--- src/rtl/pe_injection_scheduler_pkg.sv ---
// Shared ring packet field positions and the shortest-direction route helper
// used by the injection scheduler, switch arbiters and output controllers.
package pe_injection_scheduler_pkg;

    localparam int VC_BIT  = 63;
    localparam int DIR_BIT = 62;
    localparam int HOP_HI  = 55;
    localparam int HOP_LO  = 48;
    localparam int SRC_HI  = 47;
    localparam int SRC_LO  = 40;
    localparam int DST_HI  = 39;
    localparam int DST_LO  = 32;
    localparam int NODE_W  = 8;

    typedef enum logic {
        DIR_CW  = 1'b0,
        DIR_CCW = 1'b1
    } ring_dir_e;

    typedef struct packed {
        ring_dir_e         dir;
        logic [NODE_W-1:0] hop;
    } route_t;

    // Only meaningful for dest < num_nodes; the sum then stays below 2*num_nodes,
    // so a single conditional subtract implements the modulo.
    function automatic route_t compute_route(input logic [NODE_W-1:0] dest,
                                             input logic [8:0] num_nodes,
                                             input logic [8:0] node_id);
        logic [8:0] sum;
        logic [8:0] cw_dist;
        logic [8:0] ccw_dist;
        route_t     r;
        sum      = {1'b0, dest} + num_nodes - node_id;
        cw_dist  = (sum >= num_nodes) ? sum - num_nodes : sum;
        ccw_dist = num_nodes - cw_dist;
        if (cw_dist <= ccw_dist) begin
            r.dir = DIR_CW;
            r.hop = NODE_W'(cw_dist);
        end else begin
            r.dir = DIR_CCW;
            r.hop = NODE_W'(ccw_dist);
        end
        return r;
    endfunction

endpackage

--- src/rtl/pe_injection_scheduler_if.sv ---
// PE request and router PE-input bundle of the injection scheduler, plus its
// status counters; slave is the scheduler, master is the PE/router side.
interface pe_injection_scheduler_if #(
    parameter int DEPTH = 4
);
    logic                       pe_req_valid;
    logic                       pe_req_ready;
    logic [7:0]                 pe_req_dest;
    logic [31:0]                pe_req_payload;
    logic                       polarity;
    logic                       rtr_valid;
    logic                       rtr_ready;
    logic [63:0]                rtr_data;
    logic [$clog2(DEPTH):0]     fifo_level;
    logic [15:0]                tx_count;
    logic [7:0]                 drop_count;

    modport slave (
        input  pe_req_valid, pe_req_dest, pe_req_payload, polarity, rtr_ready,
        output pe_req_ready, rtr_valid, rtr_data, fifo_level, tx_count, drop_count
    );

    modport master (
        output pe_req_valid, pe_req_dest, pe_req_payload, polarity, rtr_ready,
        input  pe_req_ready, rtr_valid, rtr_data, fifo_level, tx_count, drop_count
    );
endinterface

--- src/rtl/pe_injection_scheduler_packet_fifo.sv ---
// Synchronous FIFO with extra-bit pointers for full/empty; storage is not
// reset, only the pointers, so a reset empties it immediately.
module packet_fifo #(
    parameter int WIDTH = 63,
    parameter int DEPTH = 4,
    localparam int AW   = $clog2(DEPTH)
) (
    input  logic             clk,
    input  logic             reset,
    input  logic             push,
    input  logic [WIDTH-1:0] din,
    input  logic             pop,
    output logic [WIDTH-1:0] dout,
    output logic             full,
    output logic             empty,
    output logic [AW:0]      level
);
    logic [WIDTH-1:0] mem [DEPTH];
    logic [AW:0]      wr_ptr;
    logic [AW:0]      rd_ptr;
    logic             do_push;
    logic             do_pop;

    assign do_push = push && !full;
    assign do_pop  = pop && !empty;

    always_ff @(posedge clk or posedge reset) begin
        if (reset) begin
            wr_ptr <= '0;
            rd_ptr <= '0;
        end else begin
            if (do_push) wr_ptr <= wr_ptr + 1'b1;
            if (do_pop)  rd_ptr <= rd_ptr + 1'b1;
        end
    end

    always_ff @(posedge clk) begin
        if (do_push) mem[wr_ptr[AW-1:0]] <= din;
    end

    always_comb begin
        empty = (wr_ptr == rd_ptr);
        full  = (wr_ptr[AW] != rd_ptr[AW]) && (wr_ptr[AW-1:0] == rd_ptr[AW-1:0]);
        level = wr_ptr - rd_ptr;
        dout  = mem[rd_ptr[AW-1:0]];
    end
endmodule

--- src/rtl/pe_injection_scheduler.sv ---
// Turns PE send requests into ring packets with shortest-path DIR/HOP, queues
// them, and hands them to the router with the VC bit taken live from polarity.
module pe_injection_scheduler
    import pe_injection_scheduler_pkg::*;
#(
    parameter int NODE_ID   = 0,
    parameter int NUM_NODES = 4,
    parameter int DEPTH     = 4
) (
    input  logic                    clk,
    input  logic                    reset,
    pe_injection_scheduler_if.slave bus
);
    localparam int                LW   = $clog2(DEPTH) + 1;
    localparam logic [8:0]        N9   = 9'(NUM_NODES);
    localparam logic [8:0]        ID9  = 9'(NODE_ID);
    localparam logic [NODE_W-1:0] SRC  = NODE_W'(NODE_ID);

    route_t        route;
    logic          legal;
    logic          accept;
    logic          push;
    logic          pop;
    logic          full;
    logic          empty;
    logic [LW-1:0] level;
    // VC is never stored: it is re-stamped from polarity on the way out.
    logic [62:0]   entry;
    logic [62:0]   head;

    always_comb begin
        route  = compute_route(bus.pe_req_dest, N9, ID9);
        legal  = ({1'b0, bus.pe_req_dest} < N9) && ({1'b0, bus.pe_req_dest} != ID9);
        accept = bus.pe_req_valid && !full;
        push   = accept && legal;
        pop    = !empty && bus.rtr_ready;
        entry  = {route.dir, 6'b0, route.hop, SRC, bus.pe_req_dest, bus.pe_req_payload};
    end

    packet_fifo #(
        .WIDTH (63),
        .DEPTH (DEPTH)
    ) u_fifo (
        .clk   (clk),
        .reset (reset),
        .push  (push),
        .din   (entry),
        .pop   (pop),
        .dout  (head),
        .full  (full),
        .empty (empty),
        .level (level)
    );

    always_comb begin
        bus.pe_req_ready = !full;
        bus.rtr_valid    = !empty;
        bus.rtr_data     = empty ? 64'h0 : {bus.polarity, head};
        bus.fifo_level   = level;
    end

    always_ff @(posedge clk or posedge reset) begin
        if (reset) begin
            bus.tx_count   <= '0;
            bus.drop_count <= '0;
        end else begin
            if (pop) bus.tx_count <= bus.tx_count + 16'd1;
            if (accept && !legal && bus.drop_count != 8'hFF)
                bus.drop_count <= bus.drop_count + 8'd1;
        end
    end
endmodule
--- src/flat_wrapper.sv ---
// flat-port wrapper written by rule: the top's interface ports become plain ports
module pe_injection_scheduler_flat import pe_injection_scheduler_pkg::*;
#(
    parameter int NODE_ID   = 0,
    parameter int NUM_NODES = 4,
    parameter int DEPTH     = 4
)
  (clk, reset, bus_pe_req_valid, bus_pe_req_dest, bus_pe_req_payload, bus_polarity, bus_rtr_ready, bus_pe_req_ready, bus_rtr_valid, bus_rtr_data, bus_fifo_level, bus_tx_count, bus_drop_count);
  pe_injection_scheduler_if #(.DEPTH(DEPTH)) bus_i ();
  input  logic clk;
  input  logic reset;
  input wire logic [$bits(bus_i.pe_req_valid)-1:0] bus_pe_req_valid;
  input wire logic [$bits(bus_i.pe_req_dest)-1:0] bus_pe_req_dest;
  input wire logic [$bits(bus_i.pe_req_payload)-1:0] bus_pe_req_payload;
  input wire logic [$bits(bus_i.polarity)-1:0] bus_polarity;
  input wire logic [$bits(bus_i.rtr_ready)-1:0] bus_rtr_ready;
  output wire logic [$bits(bus_i.pe_req_ready)-1:0] bus_pe_req_ready;
  output wire logic [$bits(bus_i.rtr_valid)-1:0] bus_rtr_valid;
  output wire logic [$bits(bus_i.rtr_data)-1:0] bus_rtr_data;
  output wire logic [$bits(bus_i.fifo_level)-1:0] bus_fifo_level;
  output wire logic [$bits(bus_i.tx_count)-1:0] bus_tx_count;
  output wire logic [$bits(bus_i.drop_count)-1:0] bus_drop_count;
  assign bus_i.pe_req_valid = bus_pe_req_valid;
  assign bus_i.pe_req_dest = bus_pe_req_dest;
  assign bus_i.pe_req_payload = bus_pe_req_payload;
  assign bus_i.polarity = bus_polarity;
  assign bus_i.rtr_ready = bus_rtr_ready;
  assign bus_pe_req_ready = bus_i.pe_req_ready;
  assign bus_rtr_valid = bus_i.rtr_valid;
  assign bus_rtr_data = bus_i.rtr_data;
  assign bus_fifo_level = bus_i.fifo_level;
  assign bus_tx_count = bus_i.tx_count;
  assign bus_drop_count = bus_i.drop_count;
  pe_injection_scheduler #(.NODE_ID(NODE_ID), .NUM_NODES(NUM_NODES), .DEPTH(DEPTH)) u_core (.clk(clk), .reset(reset), .bus(bus_i));
endmodule
--- config.mk ---
export PLATFORM = sky130hd
export DESIGN_NAME = pe_injection_scheduler_flat
export DESIGN_NICKNAME = d
export VERILOG_FILES = /design/src/rtl/pe_injection_scheduler_pkg.sv /design/src/rtl/pe_injection_scheduler_if.sv /design/src/rtl/pe_injection_scheduler_packet_fifo.sv /design/src/rtl/pe_injection_scheduler.sv /design/src/flat_wrapper.sv
export SDC_FILE = /design/constraint.sdc
export NUM_CORES = 1
export LEC_CHECK = 0
export ABC_AREA = 1
export CELL_PAD_IN_SITES_DETAIL_PLACEMENT = 1
export CELL_PAD_IN_SITES_GLOBAL_PLACEMENT = 1
export CORE_ASPECT_RATIO = 0.6
export CORE_MARGIN = 5
export CORE_UTILIZATION = 50
export CTS_BUF_LIST = sky130_fd_sc_hd__clkbuf_4 sky130_fd_sc_hd__clkbuf_8
export CTS_CLUSTER_DIAMETER = 80
export CTS_CLUSTER_SIZE = 25
export DETAILED_ROUTE_END_ITERATION = 8
export DONT_BUFFER_PORTS = 1
export GPL_ROUTABILITY_DRIVEN = 0
export PLACE_DENSITY_LB_ADDON = 0.1
export SETUP_SLACK_MARGIN = 0.5
export SLEW_MARGIN = 20
export SYNTH_ARGS = -nofsm -noshare
export SYNTH_HDL_FRONTEND = slang
export SYNTH_SLANG_ARGS = --single-unit
--- constraint.sdc ---
create_clock -name clk -period 5.8 [get_ports clk]
set_input_delay 0.87 -clock clk [delete_from_list [all_inputs] [get_ports clk]]
set_output_delay 0.87 -clock clk [all_outputs]
set_load 0.01 [all_outputs]
==> impl_metrics.json, run 1 <==
{
  "status": "finished clean",
  "max_freq_mhz": 235,
  "slew_viol_final": 0,
  "busiest_layer": "met2",
  "cp.depth": 5,
  "clock_path_buffers": 3,
  "dr.pass1.iters": 4,
  "maxCapViolations": 0,
  "totalNegativeSetupSlack_ns": 0,
  "r2r-end": "u_core.u_fifo.mem[3][6]$_DFFE_PP_",
  "grt_max_degree": 65,
  "use_met2_pct": 31.9,
  "slowest_stage": "inv_2",
  "num_rows": 39,
  "die_w_um": 190,
  "yosysWarnings": 0,
  "reg2reg_from": "u_core.u_fifo.rd_ptr[1]$_DFFE_PP0P_",
  "synth.cell_area_um2": 9760,
  "clock_sinks": 222,
  "grt_first_pass_wirelength_mm": 36.7,
  "drt_iter0_drc": 421,
  "path_delay_family": "buffers and inverters",
  "post-route-min-period_ns": 4.26,
  "syn_area_per_cell_um2": 11.1,
  "ys_seq_area_share_pct": 66.7,
  "overflow": 0,
  "clkTransAtPathRegs_ns": 0.14,
  "core_area_um2": 19100,
  "cpMostUsedCell": "inv_2",
  "setup_viol": 0,
  "synth.most_common_cell": "nor2_1",
  "syn2layout_area_growth_pct": 4.31,
  "post_drt_wl_per_cell_um": 20.6,
  "place_ws_ns": 1.83,
  "cts_root_buf": "clkbuf_8",
  "drive_above_1_share_pct": 6.73,
  "final-hold-violation-count": 0,
  "postCtsSetupBuffers": 0,
  "numPortBuffers": 0,
  "worst-path-buf-inv": 2,
  "layout_setup_ws_ns": 1.54,
  "fin_crit_sh_pct": 73.4,
  "netlist_instances": 877,
  "clock_latency_ns": 0.50,
  "vias": 6230,
  "dp_hpwl_mm": 15.7,
  "wl_mm": 23.2,
  "ff2ff_path_depth": 6,
  "synth_top_cell_by_area": "edfxtp_1",
  "synth_cell_types": 36,
  "antenna_cells": 0,
  "p_sw_share_pct": 40.4,
  "rsz0062_at_grt": "false",
  "crit_fanout": 50,
  "synth_top_area_share_pct": 59.1,
  "critical_path_arrival_ns": 3.39,
  "seq_power_share_pct": 48.4,
  "die_area_um2": 22500,
  "synth_top_flop_cell": "edfxtp_1",
  "dp.cells": 1111,
  "antenna_found_initial": 0,
  "ctsHoldBuffers": 0,
  "synth-seq-cells": 222,
  "path_class": "reg -> out",
  "drc": 0,
  "routed_via_density": 5.52,
  "powerDensity_nw_per_um2": 398,
  "grt_pass1_vias": 6553,
  "synth_edf_count": 192,
  "end_kind": "output port",
  "intPower_mw": 2.41,
  "h-tree-depth": 1,
  "p_sw_mw": 1.64,
  "synth-async-reset-ratio_pct": 13.5,
  "p_clk_share_pct": 16.9,
  "postRouteAntennaNets": 0,
  "max_stage_delay_ns": 0.86,
  "worst_slew_pin_slew_ns": 1.05,
  "crit_required_ns": 4.93,
  "pin_count": 138,
  "hold_class": "in -> async",
  "p_total_mw": 4.05,
  "synth_commonest_cells": "nor2_1, edfxtp_1, o21ai_0",
  "start_util_pct": 51.0,
  "ff2ff_setup_slack_ns": 1.92,
  "utilization_pct": 53.2,
  "combPwrFrac_pct": 34.7,
  "power.leakage_nw": 3.72,
  "numCtsBuffers": 12,
  "die_h_um": 118,
  "use_met1_pct": 29.4,
  "ys_top_cells_by_area": "edfxtp_1, nor2_1, dfrtp_1",
  "cts_resized": 0,
  "globalRouteMet3Util_pct": 4.80,
  "finClkSkew_ns": 0.00941,
  "peakVddDrop_mv": 0.215,
  "grt_use_total_pct": 20.2,
  "worstPathCellList": "inv_2 -> ha_1 -> nand4_1 -> inv_2 -> a21oi_1",
  "tritoncts": "done",
  "maxSlewHeadroom_pct": 29.6,
  "nets": 923,
  "cp-start-kind": "flop",
  "fin_cells": 1128
}
## power groups by stage
stage          combinational [mW]  sequential [mW]  clock [mW]
2_1_floorplan                1.11             1.91           0
3_3_place_gp                 1.37             1.99           0
3_5_place_dp                 1.43             2.00           0
5_1_grt                      1.59             1.98       0.765
4_1_cts                      1.44             1.96       0.700
6_report                     1.41             1.96       0.684
## cells by family (layout without fill, tap and decap cells)
kind of cell / Yosys count / after routing / synth area share (%)
simple gates: 344 / 344 / 15.0
flops: 222 / 222 / 66.7
compound gates: 158 / 158 / 8.41
buf+inv: 103 / 75 / 4.58
xor+xnor: 29 / 29 / 2.60
fa+ha+maj: 19 / 19 / 2.51
other cells: 1 / 14 / 0.0384
mux: 1 / 1 / 0.115
## how the worst max path moves through the flow
| stage | endpoint | from | slack, ns |
|---|---|---|---|
| 6_report | bus_rtr_data[48] | u_core.u_fifo.rd_ptr[1]$_DFFE_PP0P_ | 1.54 |
| 5_1_grt | bus_rtr_data[32] | u_core.u_fifo.rd_ptr[1]$_DFFE_PP0P_ | 1.18 |
| 4_1_cts | bus_rtr_data[48] | u_core.u_fifo.rd_ptr[1]$_DFFE_PP0P_ | 1.44 |
| 3_5_place_dp | u_core.u_fifo.mem[3][2]$_DFFE_PP_ | bus_pe_req_dest[0] | 1.83 |
| 3_3_place_gp | u_core.u_fifo.mem[3][8]$_DFFE_PP_ | u_core.u_fifo.rd_ptr[1]$_DFFE_PP0P_ | 1.93 |
| 2_1_floorplan | u_core.u_fifo.mem[3][0]$_DFFE_PP_ | bus_pe_req_dest[4] | 1.58 |
## layout make-up
class	count	area, um2
clock inverter	1	5.00
multi-input combinational	565	2880
inverter	51	191
clock buffer	16	201
sequential	222	6520
fill	2053	8940
timing repair buffer	7	52.6
tap	266	333
## flip-flops by register name, indices dropped and copies added (netlist names)
name,count
u_core.u_fifo.mem,192
u_core.u_fifo.rd_ptr,3
u_core.u_fifo.wr_ptr,3
u_core.bus.tx_count,16
u_core.bus.drop_count,8
## cells in the final DEF, fill, tap and decap left out, types with 2 or more instances in the layout
cell type and instances:
inv_2 5, nand2_2 4, dfrtp_1 28, nand4_1 8, ha_1 18, nor2_2 2, nand3_1 28, o21ai_0 99
or2_2 2, conb_1 14, inv_1 46, nand2_1 67, a21oi_1 52, nor3_1 3, nand2_4 4, nor3b_1 2
edfxtp_1 192, nor2_4 7, nand3_2 3, nor2_1 212, clkbuf_4 3, xnor2_1 10, xor2_1 19, clkbuf_8 13
buf_4 7
## through the flow
stage / hold WS [ns] / area [um2]
after floorplan: 0.463 / 9810
after global placement: 0.507 / 9980
after detailed placement: 0.525 / 9980
after CTS: 0.313 / 10200
after global routing: 0.347 / 10200
final: 0.319 / 10200
## routing by layer
layer,vias to the layer above,wire (um)
li1,2914,-
met5,-,0
met4,0,345
met2,156,10500
met3,29,1560
met1,3131,10800
Power figures use the tool's default switching activity.
==> run 2, diff against run 1 <==
--- a/config.mk
+++ b/config.mk
@@ -10,7 +10,7 @@
 export CELL_PAD_IN_SITES_GLOBAL_PLACEMENT = 1
 export CORE_ASPECT_RATIO = 0.6
 export CORE_MARGIN = 5
-export CORE_UTILIZATION = 50
+export CORE_UTILIZATION = 47
 export CTS_BUF_LIST = sky130_fd_sc_hd__clkbuf_4 sky130_fd_sc_hd__clkbuf_8
 export CTS_CLUSTER_DIAMETER = 80
 export CTS_CLUSTER_SIZE = 25
==> constraint.sdc (replaced) <==
create_clock -name clk -period 3.8 [get_ports clk]
set_input_delay 0.57 -clock clk [delete_from_list [all_inputs] [get_ports clk]]
set_output_delay 0.57 -clock clk [all_outputs]
set_load 0.01 [all_outputs]
==> run 2 against run 1 <==
Net effect:
- the flow now finishes with violations (hold timing)
- combinational power rose by 65%
- utilization fell by 2.2 points
- clock power is 54% higher
- die area is 5.9% higher
- critical path depth unchanged
- via count is 1.2% higher
- sequential share of layout area is 0.88 points lower
- cell area rose by 1.4%
- hold slack lost 0.32 ns
- non-clock buffer count grew 10
- first-iteration DRC count fell by 8.1%
- flip-flop and latch count unchanged
==> impl_metrics.json, run 2 (synthesis gave the netlist of run 1 again) <==
{
  "reg2reg_from": "u_core.u_fifo.rd_ptr[0]$_DFFE_PP0P_",
  "worstSetupEndpoint": "bus_rtr_data[28]",
  "antenna_found_initial": 0,
  "finClkSkew_ns": 0.0266,
  "maxSlewHeadroom_pct": 47.6,
  "dp.cells": 1128,
  "status": "finished with violations",
  "wl_mm": 24.0,
  "syn2layout_area_growth_pct": 5.77,
  "start_util_pct": 48.3,
  "grt_max_degree": 57,
  "ctsHoldBuffers": 0,
  "clock_latency_ns": 0.51,
  "postCtsSetupBuffers": 0,
  "clkTransAtPathRegs_ns": 0.15,
  "tritoncts": "done",
  "drc": 0,
  "clock_sinks": 222,
  "dp_hpwl_mm": 15.6,
  "startpoint": "u_core.u_fifo.rd_ptr[0]$_DFFE_PP0P_",
  "vias": 6304,
  "holdWs_ns": -0.00115,
  "grt_pass1_vias": 6734,
  "intPower_mw": 3.77,
  "numCtsBuffers": 12,
  "routed_via_density": 5.50,
  "grt_use_total_pct": 19.9,
  "final_cell_mix": "nor2_1, edfxtp_1, o21ai_0, nand2_1, a21oi_1",
  "worst_slew_pin_slew_ns": 0.784,
  "core_area_um2": 20200,
  "cts_root_buf": "clkbuf_8",
  "combPwrFrac_pct": 36.9,
  "overflow": 0,
  "nets": 933,
  "ff2ff_setup_slack_ns": 0.86,
  "peakVddDrop_mv": 0.287,
  "grt_first_pass_wirelength_mm": 37.8,
  "post_drt_wl_per_cell_um": 20.9,
  "path_class": "reg -> out",
  "p_sw_share_pct": 40.2,
  "utilization_pct": 51.1,
  "p_sw_mw": 2.53,
  "end_kind": "output port",
  "max_freq_mhz": 315,
  "slew_viol_final": 0,
  "seq_power_share_pct": 46.4,
  "slowest_stage": "dfrtp_4",
  "largest_reg_flops": 192,
  "maxCapViolations": 0,
  "max_stage_delay_ns": 0.60,
  "drt_iter0_drc": 387,
  "post-route-min-period_ns": 3.18,
  "hold_class": "in -> async",
  "fin_cells": 1146,
  "numPortBuffers": 0,
  "die_h_um": 122,
  "fin_crit_sh_pct": 83.6,
  "power.leakage_nw": 3.79,
  "crit_required_ns": 3.23,
  "worstPathCellList": "ha_1 -> nand4_1 -> bufinv_8 -> buf_12 -> a21oi_1",
  "fillCellCount": 2167,
  "ff2ff_path_depth": 10,
  "final-hold-violation-count": 1,
  "critical_path_arrival_ns": 2.61,
  "p_total_mw": 6.30,
  "drive_above_1_share_pct": 8.36,
  "h-tree-depth": 1,
  "clock_path_buffers": 3,
  "p_clk_share_pct": 16.6,
  "powerDensity_nw_per_um2": 610,
  "crit_fanout": 35,
  "die_w_um": 196,
  "setup_viol": 0,
  "cp-start-kind": "flop",
  "mostFrequentLayoutCell": "nor2_1",
  "antenna_cells": 0,
  "num_rows": 40,
  "die_area_um2": 23800,
  "violations": "hold timing",
  "postRouteAntennaNets": 0,
  "r2r-end": "u_core.bus.tx_count[14]$_DFFE_PP0P_",
  "dr.pass1.iters": 4,
  "rsz0062_at_grt": "true",
  "pin_count": 138
}
[run 2: timing repair]
action                     4_1_cts  5_1_grt
setup endpoints to repair       12       39
pin swaps                        0        1
cloned                           0        0
gates resized for setup          6        6
[run 2: worst min-delay path by stage]
stage                                   startpoint                                    to  slack, ns  cells past startpoint
6_report                                     reset  u_core.bus.drop_count[4]$_DFFE_PP0P_     -0.001                      1
3_3_place_gp   u_core.u_fifo.wr_ptr[2]$_DFFE_PP0P_   u_core.u_fifo.wr_ptr[2]$_DFFE_PP0P_       0.48                      1
5_1_grt                                      reset   u_core.u_fifo.rd_ptr[0]$_DFFE_PP0P_       0.03                      1
3_5_place_dp   u_core.u_fifo.wr_ptr[2]$_DFFE_PP0P_   u_core.u_fifo.wr_ptr[2]$_DFFE_PP0P_       0.50                      1
4_1_cts                      bus_pe_req_payload[1]     u_core.u_fifo.mem[1][1]$_DFFE_PP_       0.11                      0
2_1_floorplan  u_core.u_fifo.wr_ptr[2]$_DFFE_PP0P_   u_core.u_fifo.wr_ptr[2]$_DFFE_PP0P_       0.46                      1
[run 2: power groups by stage]
stage,clock [mW],sequential (mW),combinational (mW)
final,1.05,2.93,2.33
after global routing,1.19,2.94,2.61
after CTS,1.09,2.93,2.37
after detailed placement,0,2.98,2.33
after global placement,0,2.97,2.23
after floorplan,0,2.92,1.69
[run 2: through the flow]
step / setup slack [ns] / instance area [um2] / setup TNS (ns)
after global placement: 0.432 / 10100 / 0
after global routing: 0.491 / 10300 / 0
final: 0.623 / 10300 / 0
after CTS: 0.498 / 10300 / 0
after detailed placement: 0.287 / 10100 / 0
after floorplan: -0.201 / 9810 / -28.89
[run 2: final cells by class]
type	instances	area (um2)	share of cell area, %
timing repair buffer	17	148	1.43
inverter	51	208	2.01
clock buffer	17	209	2.02
sequential	222	6520	63.2
multi-input combinational	565	2890	28.0
clock inverter	1	5.00	0.0485
tap	273	342	3.31
[run 2: metal layers]
metal  wire [um]  up-vias  share of wire [%]  global-route usage (%)
met5           0        -                  0                       0
li1            -     2932                  -                       -
met4         241        0                1.0                    2.70
met2       11200      118                 47                    33.4
met1       11100     3237                 46                    27.2
met3        1430       17                6.0                    5.31
[run 2: worst max-delay path, delay by kind of cell (launching register included)]
kind / cells / cell delay, ns
AND/OR/NAND/NOR: 1 / 0.24
AO/OA/AOI/OAI: 1 / 0.38
adder cells (fa/ha/maj): 1 / 0.35
flip-flops: 1 / 0.60
buffers and inverters: 2 / 0.48
==> run 3, diff against run 2 <==
--- a/config.mk
+++ b/config.mk
@@ -10,7 +10,7 @@
 export CELL_PAD_IN_SITES_GLOBAL_PLACEMENT = 1
 export CORE_ASPECT_RATIO = 0.6
 export CORE_MARGIN = 5
-export CORE_UTILIZATION = 47
+export CORE_UTILIZATION = 50
 export CTS_BUF_LIST = sky130_fd_sc_hd__clkbuf_4 sky130_fd_sc_hd__clkbuf_8
 export CTS_CLUSTER_DIAMETER = 80
 export CTS_CLUSTER_SIZE = 25
==> constraint.sdc (replaced) <==
create_clock -name clk -period 3.05 [get_ports clk]
set_input_delay 0.4575 -clock clk [delete_from_list [all_inputs] [get_ports clk]]
set_output_delay 0.4575 -clock clk [all_outputs]
set_load 0.01 [all_outputs]
==> run 3 against run 2 <==
Net effect:
- the run now ends clean
- sequential power increased by 24%
- via count is 7.0% higher
- clock power increased by 25%
- cell area increased by 13%
- register-to-register slack got worse by 0.29 ns
- final cell count increased by 4.4%
- power is 53% higher
- first-iteration DRC count is 34% higher
- critical path depth grew 2
- count of clock-buffer cells in the layout down 1
- critical path type unchanged
- critical endpoint is now bus_rtr_data[62]
- largest power group is now combinational logic
- highest routed layer unchanged
==> impl_metrics.json, run 3 (synthesis gave the netlist of run 1 again) <==
{
  "status": "finished clean",
  "core_area_um2": 19100,
  "worst_slew_pin_slew_ns": 0.581,
  "post_drt_wl_per_cell_um": 23.3,
  "critical_path_arrival_ns": 2.16,
  "drive_above_1_share_pct": 22.0,
  "end_kind": "output port",
  "cp-start-kind": "flop",
  "max_freq_mhz": 382,
  "slowest_stage": "dfrtp_4",
  "fin_crit_sh_pct": 85.7,
  "final_cell_mix": "nor2_1, edfxtp_1, o21ai_0, nand2_1, inv_1",
  "grt_pass1_vias": 6943,
  "die_w_um": 190,
  "numPortBuffers": 0,
  "antenna_found_initial": 0,
  "clock_path_buffers": 3,
  "pin_count": 138,
  "grt_use_total_pct": 22.9,
  "syn2layout_area_growth_pct": 19.7,
  "path_delay_family": "buffers and inverters",
  "grt_max_degree": 51,
  "clock_sinks": 222,
  "clock_latency_ns": 0.50,
  "final-hold-violation-count": 0,
  "rsz0062_at_grt": "true",
  "crit_required_ns": 2.59,
  "path_class": "reg -> out",
  "postRouteAntennaNets": 0,
  "wl_mm": 27.9,
  "slew_viol_final": 0,
  "hold_class": "in -> reg",
  "place_ws_ns": -0.0199,
  "postLayoutCellArea_um2": 11700,
  "num_rows": 39,
  "mostFrequentLayoutCell": "nor2_1",
  "overflow": 0,
  "start_util_pct": 51.0,
  "worstPathCellList": "ha_4 -> nand4_1 -> buf_6 -> inv_12 -> buf_12 -> a21oi_4 -> buf_6",
  "numCtsBuffers": 12,
  "post-route-min-period_ns": 2.61,
  "peakVddDrop_mv": 0.578,
  "drc": 0,
  "holdWs_ns": 0.0358,
  "nets": 991,
  "cts_root_buf": "clkbuf_8",
  "powerDensity_nw_per_um2": 826,
  "max_stage_delay_ns": 0.55,
  "h-tree-depth": 1,
  "die_h_um": 118,
  "finClkSkew_ns": 0.0131,
  "place_area_um2": 10300,
  "cpMostUsedCell": "buf_6",
  "dp_hpwl_mm": 15.9,
  "largest_reg_flops": 192,
  "layout_setup_ws_ns": 0.436,
  "setup_viol": 0,
  "worst-path-buf-inv": 4,
  "maxCapViolations": 0,
  "dr.pass1.iters": 4,
  "grt_first_pass_wirelength_mm": 40.4,
  "vias": 6745,
  "power.leakage_nw": 4.23,
  "die_area_um2": 22500,
  "routed_via_density": 5.64,
  "tritoncts": "done",
  "crit_fanout": 9,
  "clkTransAtPathRegs_ns": 0.16,
  "antenna_cells": 0,
  "maxSlewHeadroom_pct": 61.3,
  "drt_iter0_drc": 518
}
## run 3: cell types whose count changed in the layout (fill, tap and decap cells not counted), sizes merged
cell	before	now
buf	17	61
dlygate4sd3	0	7
clkbuf	17	21
bufinv	1	0
clkinv	1	2
inv	50	51
nand2	75	76
## run 3: layout make-up
cell class | instances | area [um2]
timing repair inverter | 1 | 8.76
clock buffer | 16 | 201
timing repair buffer | 73 | 922
fill | 1932 | 7440
clock inverter | 1 | 5.00
sequential | 222 | 6520
inverter | 51 | 250
tap | 266 | 333
multi-input combinational | 566 | 3450
## run 3: through the flow
step                power, mW  TNS [ns]  instances  utilization, %
detailed placement       6.84    -0.148       1137            54.0
global route             10.2         0       1196            61.1
global placement         6.68         0       1137            54.0
CTS                      8.93         0       1170            57.8
floorplan                5.77         0        890               -
finish                   9.66         0       1196            61.1
## run 3: final timing paths
kind                                                      from                                  end  slack, ns  cells past startpoint
hold / removal                          bus_pe_req_payload[19]   u_core.u_fifo.mem[0][19]$_DFFE_PP_       0.04                      0
setup / recovery           u_core.u_fifo.rd_ptr[0]$_DFFE_PP0P_                     bus_rtr_data[62]       0.44                      7
min in group asynchronous                                reset  u_core.u_fifo.rd_ptr[0]$_DFFE_PP0P_       0.44                      2
setup reg to reg           u_core.u_fifo.rd_ptr[0]$_DFFE_PP0P_  u_core.bus.tx_count[14]$_DFFE_PP0P_       0.57                     11
max in group asynchronous                                reset   u_core.bus.tx_count[5]$_DFFE_PP0P_       1.98                      3
hold reg to reg            u_core.u_fifo.wr_ptr[2]$_DFFE_PP0P_  u_core.u_fifo.wr_ptr[2]$_DFFE_PP0P_       0.53                      1
## run 3: metal layers
| layer | routed length (um) | track usage (%) | up-vias |
|---|---|---|---|
| li1 | - | - | 3057 |
| met1 | 12500 | 32.6 | 3450 |
| met2 | 13200 | 38.1 | 215 |
| met3 | 1820 | 4.30 | 23 |
| met4 | 297 | 2.83 | 0 |
| met5 | 0 | 0 | - |
## run 3: where the power goes
group	switching [mW]	internal (mW)
combinational	2.88	1.85
sequential	0.192	3.43
clock	0.871	0.435
total	3.94	5.72
## run 3: timing repair
item / CTS / global route
hold buffers: 1 / 6
endpoints found under the setup margin: 55 / 83
pin swaps: 3 / 12
gates resized for setup: 68 / 81
cloned: 6 / 7
hold endpoints to repair: 14 / 9
setup buffers: 9 / 13
## run 3: worst reg2reg max path: cells and delay by family (launching register included)
kind          cells  cell delay [ns]
fa+ha+maj         1             0.23
flops             1             0.55
simple gates      8             1.31
xor+xnor          1             0.14
buf+inv           1             0.13
==> edit, RTL diff (settings of run 3) <==
`DEPTH` is set to 4 in 4 places; all go to 2.
--- a/src/rtl/pe_injection_scheduler_if.sv
+++ b/src/rtl/pe_injection_scheduler_if.sv
@@ -1,7 +1,7 @@
 // PE request and router PE-input bundle of the injection scheduler, plus its
 // status counters; slave is the scheduler, master is the PE/router side.
 interface pe_injection_scheduler_if #(
-    parameter int DEPTH = 4
+    parameter int DEPTH = 2
 );
     logic                       pe_req_valid;
     logic                       pe_req_ready;
--- a/src/rtl/pe_injection_scheduler_packet_fifo.sv
+++ b/src/rtl/pe_injection_scheduler_packet_fifo.sv
@@ -2,7 +2,7 @@
 // reset, only the pointers, so a reset empties it immediately.
 module packet_fifo #(
     parameter int WIDTH = 63,
-    parameter int DEPTH = 4,
+    parameter int DEPTH = 2,
     localparam int AW   = $clog2(DEPTH)
 ) (
     input  logic             clk,
--- a/src/rtl/pe_injection_scheduler.sv
+++ b/src/rtl/pe_injection_scheduler.sv
@@ -5,7 +5,7 @@
 #(
     parameter int NODE_ID   = 0,
     parameter int NUM_NODES = 4,
-    parameter int DEPTH     = 4
+    parameter int DEPTH     = 2
 ) (
     input  logic                    clk,
     input  logic                    reset,
--- a/src/flat_wrapper.sv
+++ b/src/flat_wrapper.sv
@@ -3,7 +3,7 @@
 #(
     parameter int NODE_ID   = 0,
     parameter int NUM_NODES = 4,
-    parameter int DEPTH     = 4
+    parameter int DEPTH     = 2
 )
   (clk, reset, bus_pe_req_valid, bus_pe_req_dest, bus_pe_req_payload, bus_polarity, bus_rtr_ready, bus_pe_req_ready, bus_rtr_valid, bus_rtr_data, bus_fifo_level, bus_tx_count, bus_drop_count);
   pe_injection_scheduler_if #(.DEPTH(DEPTH)) bus_i ();
Interface: changed (resized bus_fifo_level); port bits go from 138 to 137. The function was not compared with the original's and may differ.
==> edit against run 3 <==
Wire length decreased by 42%. Synthesized area is 37% lower. Count of clock-buffer cells in the layout is 1 higher. Largest cell class unchanged. Cell area down 39%. Total power is 44% lower. Worst setup slack lost 110 ps. Clock power increased by 11%. Sequential cell count shrank 98.
==> edit: results (changes against run 3) <==
Initial DRC count -> 237 (was 518)
Final Hold Slack -> 107 ps (was 35.8 ps)
Worst Setup EP -> u_core.u_fifo.mem[1][44] (was bus_rtr_data[62])
R2R Path End -> u_core.u_fifo.mem[0][43] (was u_core.bus.tx_count[14])
Yosys cell types -> 39 (was 36)
Max clock buf depth -> 2 (was 3)
Via Count -> 4,415 (was 6,745)
Crit path from -> bus_pe_req_dest[2] (was u_core.u_fifo.rd_ptr[0])
Worst Max-Slew Pin Slew -> 577 ps (was 581 ps)
H-tree depth -> 4 (was 1)
Net Sw Power -> 2.19 mW (was 3.94 mW)
LEAKAGE -> 3.40 nW (was 4.23 nW)
CP max stage delay -> 240 ps (was 550 ps)
Drt first pass iters -> 4 (unchanged)
DRT Wirelength -> 16,100 um (was 27,900 um)
Vias in the first global route -> 4,683 (was 6,943)
Worst reg2reg setup slack -> 660 ps (was 570 ps)
Hold_sp -> bus_pe_req_dest[0] (was bus_pe_req_payload[19])
Hold Path End -> u_core.u_fifo.mem[0][40] (was u_core.u_fifo.mem[0][19])
Routed len/inst -> 18.6 um (was 23.3 um)
Reg2Reg Depth -> 9 (was 11)
Critical path arrival -> 2920 ps (was 2160 ps)
Clk_lat worst skew -> 440 ps (was 500 ps)
Hold Crit Class -> in2reg (unchanged)
Post-synth EDFFs -> 96 (was 192)
Number of flip-flops in the largest register -> 96 (was 192)
DP Area -> 6370 um^2 (was 10,300 um^2)
HPWL Detailed -> 10,600 um (was 15,900 um)
Cells after Synth -> 658 (was 877)
Synth top cells by count -> 266 x nand2_1, 96 x edfxtp_1, 86 x inv_1 (was 216 x nor2_1, 192 x edfxtp_1, 99 x o21ai_0)
Final Net Count -> 742 (was 991)
Num CTS Buffers -> 17 (was 12)
Share of layout cells above drive strength 1 -> 0.191 (was 0.220)
CP top delay family -> simple AND/OR/NAND/NOR gates (was buffers and inverters)
CTS Root Cell -> clkbuf_8 (unchanged)
Largest net degree at the start of global routing -> 51 (unchanged)
Worst-path clk slew -> 80 ps (was 160 ps)
GRT Util Overall -> 0.212 (was 0.229)
Sequential cell area fraction in the yosys report -> 0.584 (was 0.667)
Place WS -> -145 ps (was -19.9 ps)
Status -> completed (unchanged)
Clock Skew -> 10.9 ps (was 13.1 ps)
Async set-reset flop share out of synthesis -> 0.226 (was 0.135)
Slowest cell on crit path -> ha_4 (was dfrtp_4)
Setup WS post-layout -> 322 ps (was 436 ps)
First-pass GRT wire length -> 24,100 um (was 40,400 um)
Post-Place Cells -> 811 (was 1,137)
Synth top area cells -> edfxtp_1 47%, nand2_1 16%, dfrtp_1 11%, inv_1 5.3%, ha_1 2.4% (was edfxtp_1 59%, nor2_1 8.3%, dfrtp_1 7.7%, o21ai_0 5.1%, a21oi_1 2.7%)
Maximum fanout along the worst path -> 14 (was 9)
R2r startpoint -> u_core.u_fifo.wr_ptr[0] (was u_core.u_fifo.rd_ptr[0])
Max VDD drop -> 503 uV (was 578 uV)
==> edit: cell types whose count changed after synthesis, sizes merged, moves of 3 or more <==
cell	delta
clkbuf	-17
xnor2	+3
ha	-6
o21ai	-97
nand3	-3
xor2	-5
edfxtp	-96
inv	+42
a21oi	-50
nor2	-190
nand2	+200
==> edit: what timing repair did <==
action | 4_1_cts | 5_1_grt
pin swaps | 10 | 20
hold buffers | 0 | 1
endpoints found under the setup margin | 66 | 118
endpoints found under the hold margin | 0 | 27
cloned | 0 | 2
setup buffers | 8 | 9
gates resized for setup | 14 | 35
==> edit: routing by layer <==
layer	part of all wire	vias to the layer above	routed length, um	GRT usage
met5	0	-	0	0
li1	-	2086	-	-
met1	0.43	2189	6970	0.264
met2	0.48	116	7730	0.357
met3	0.072	24	1150	0.0746
met4	0.014	0	232	0.0593
==> edit: area by class of cell <==
cell class / count / area [um^2]
fill: 1352 / 4880
sequential: 124 / 3580
multi-input combinational: 420 / 2250
inverter: 93 / 374
timing repair buffer: 29 / 329
clock buffer: 17 / 234
tap: 165 / 206
clock inverter: 15 / 164
==> edit: logic make-up after synthesis <==
group,synth area share
multiplexers,0.00184
adder cells (fa/ha/maj),0.0245
other,0.000612
AND/OR/NAND/NOR,0.248
XOR/XNOR,0.0386
AO/OA/AOI/OAI,0.0120
flip-flops,0.584
buffers and inverters,0.0900
==> edit: power by group through the flow <==
| stage | Clock (mW) | Combinational [mW] | Sequential [mW] |
|---|---|---|---|
| 6_report | 1.46 | 1.82 | 2.11 |
| 4_1_cts | 1.49 | 1.73 | 2.12 |
| 5_1_grt | 1.58 | 2.06 | 2.14 |
| 2_1_floorplan | 0 | 1.30 | 2.10 |
| 3_3_place_gp | 0 | 1.63 | 2.14 |
| 3_5_place_dp | 0 | 1.68 | 2.15 |
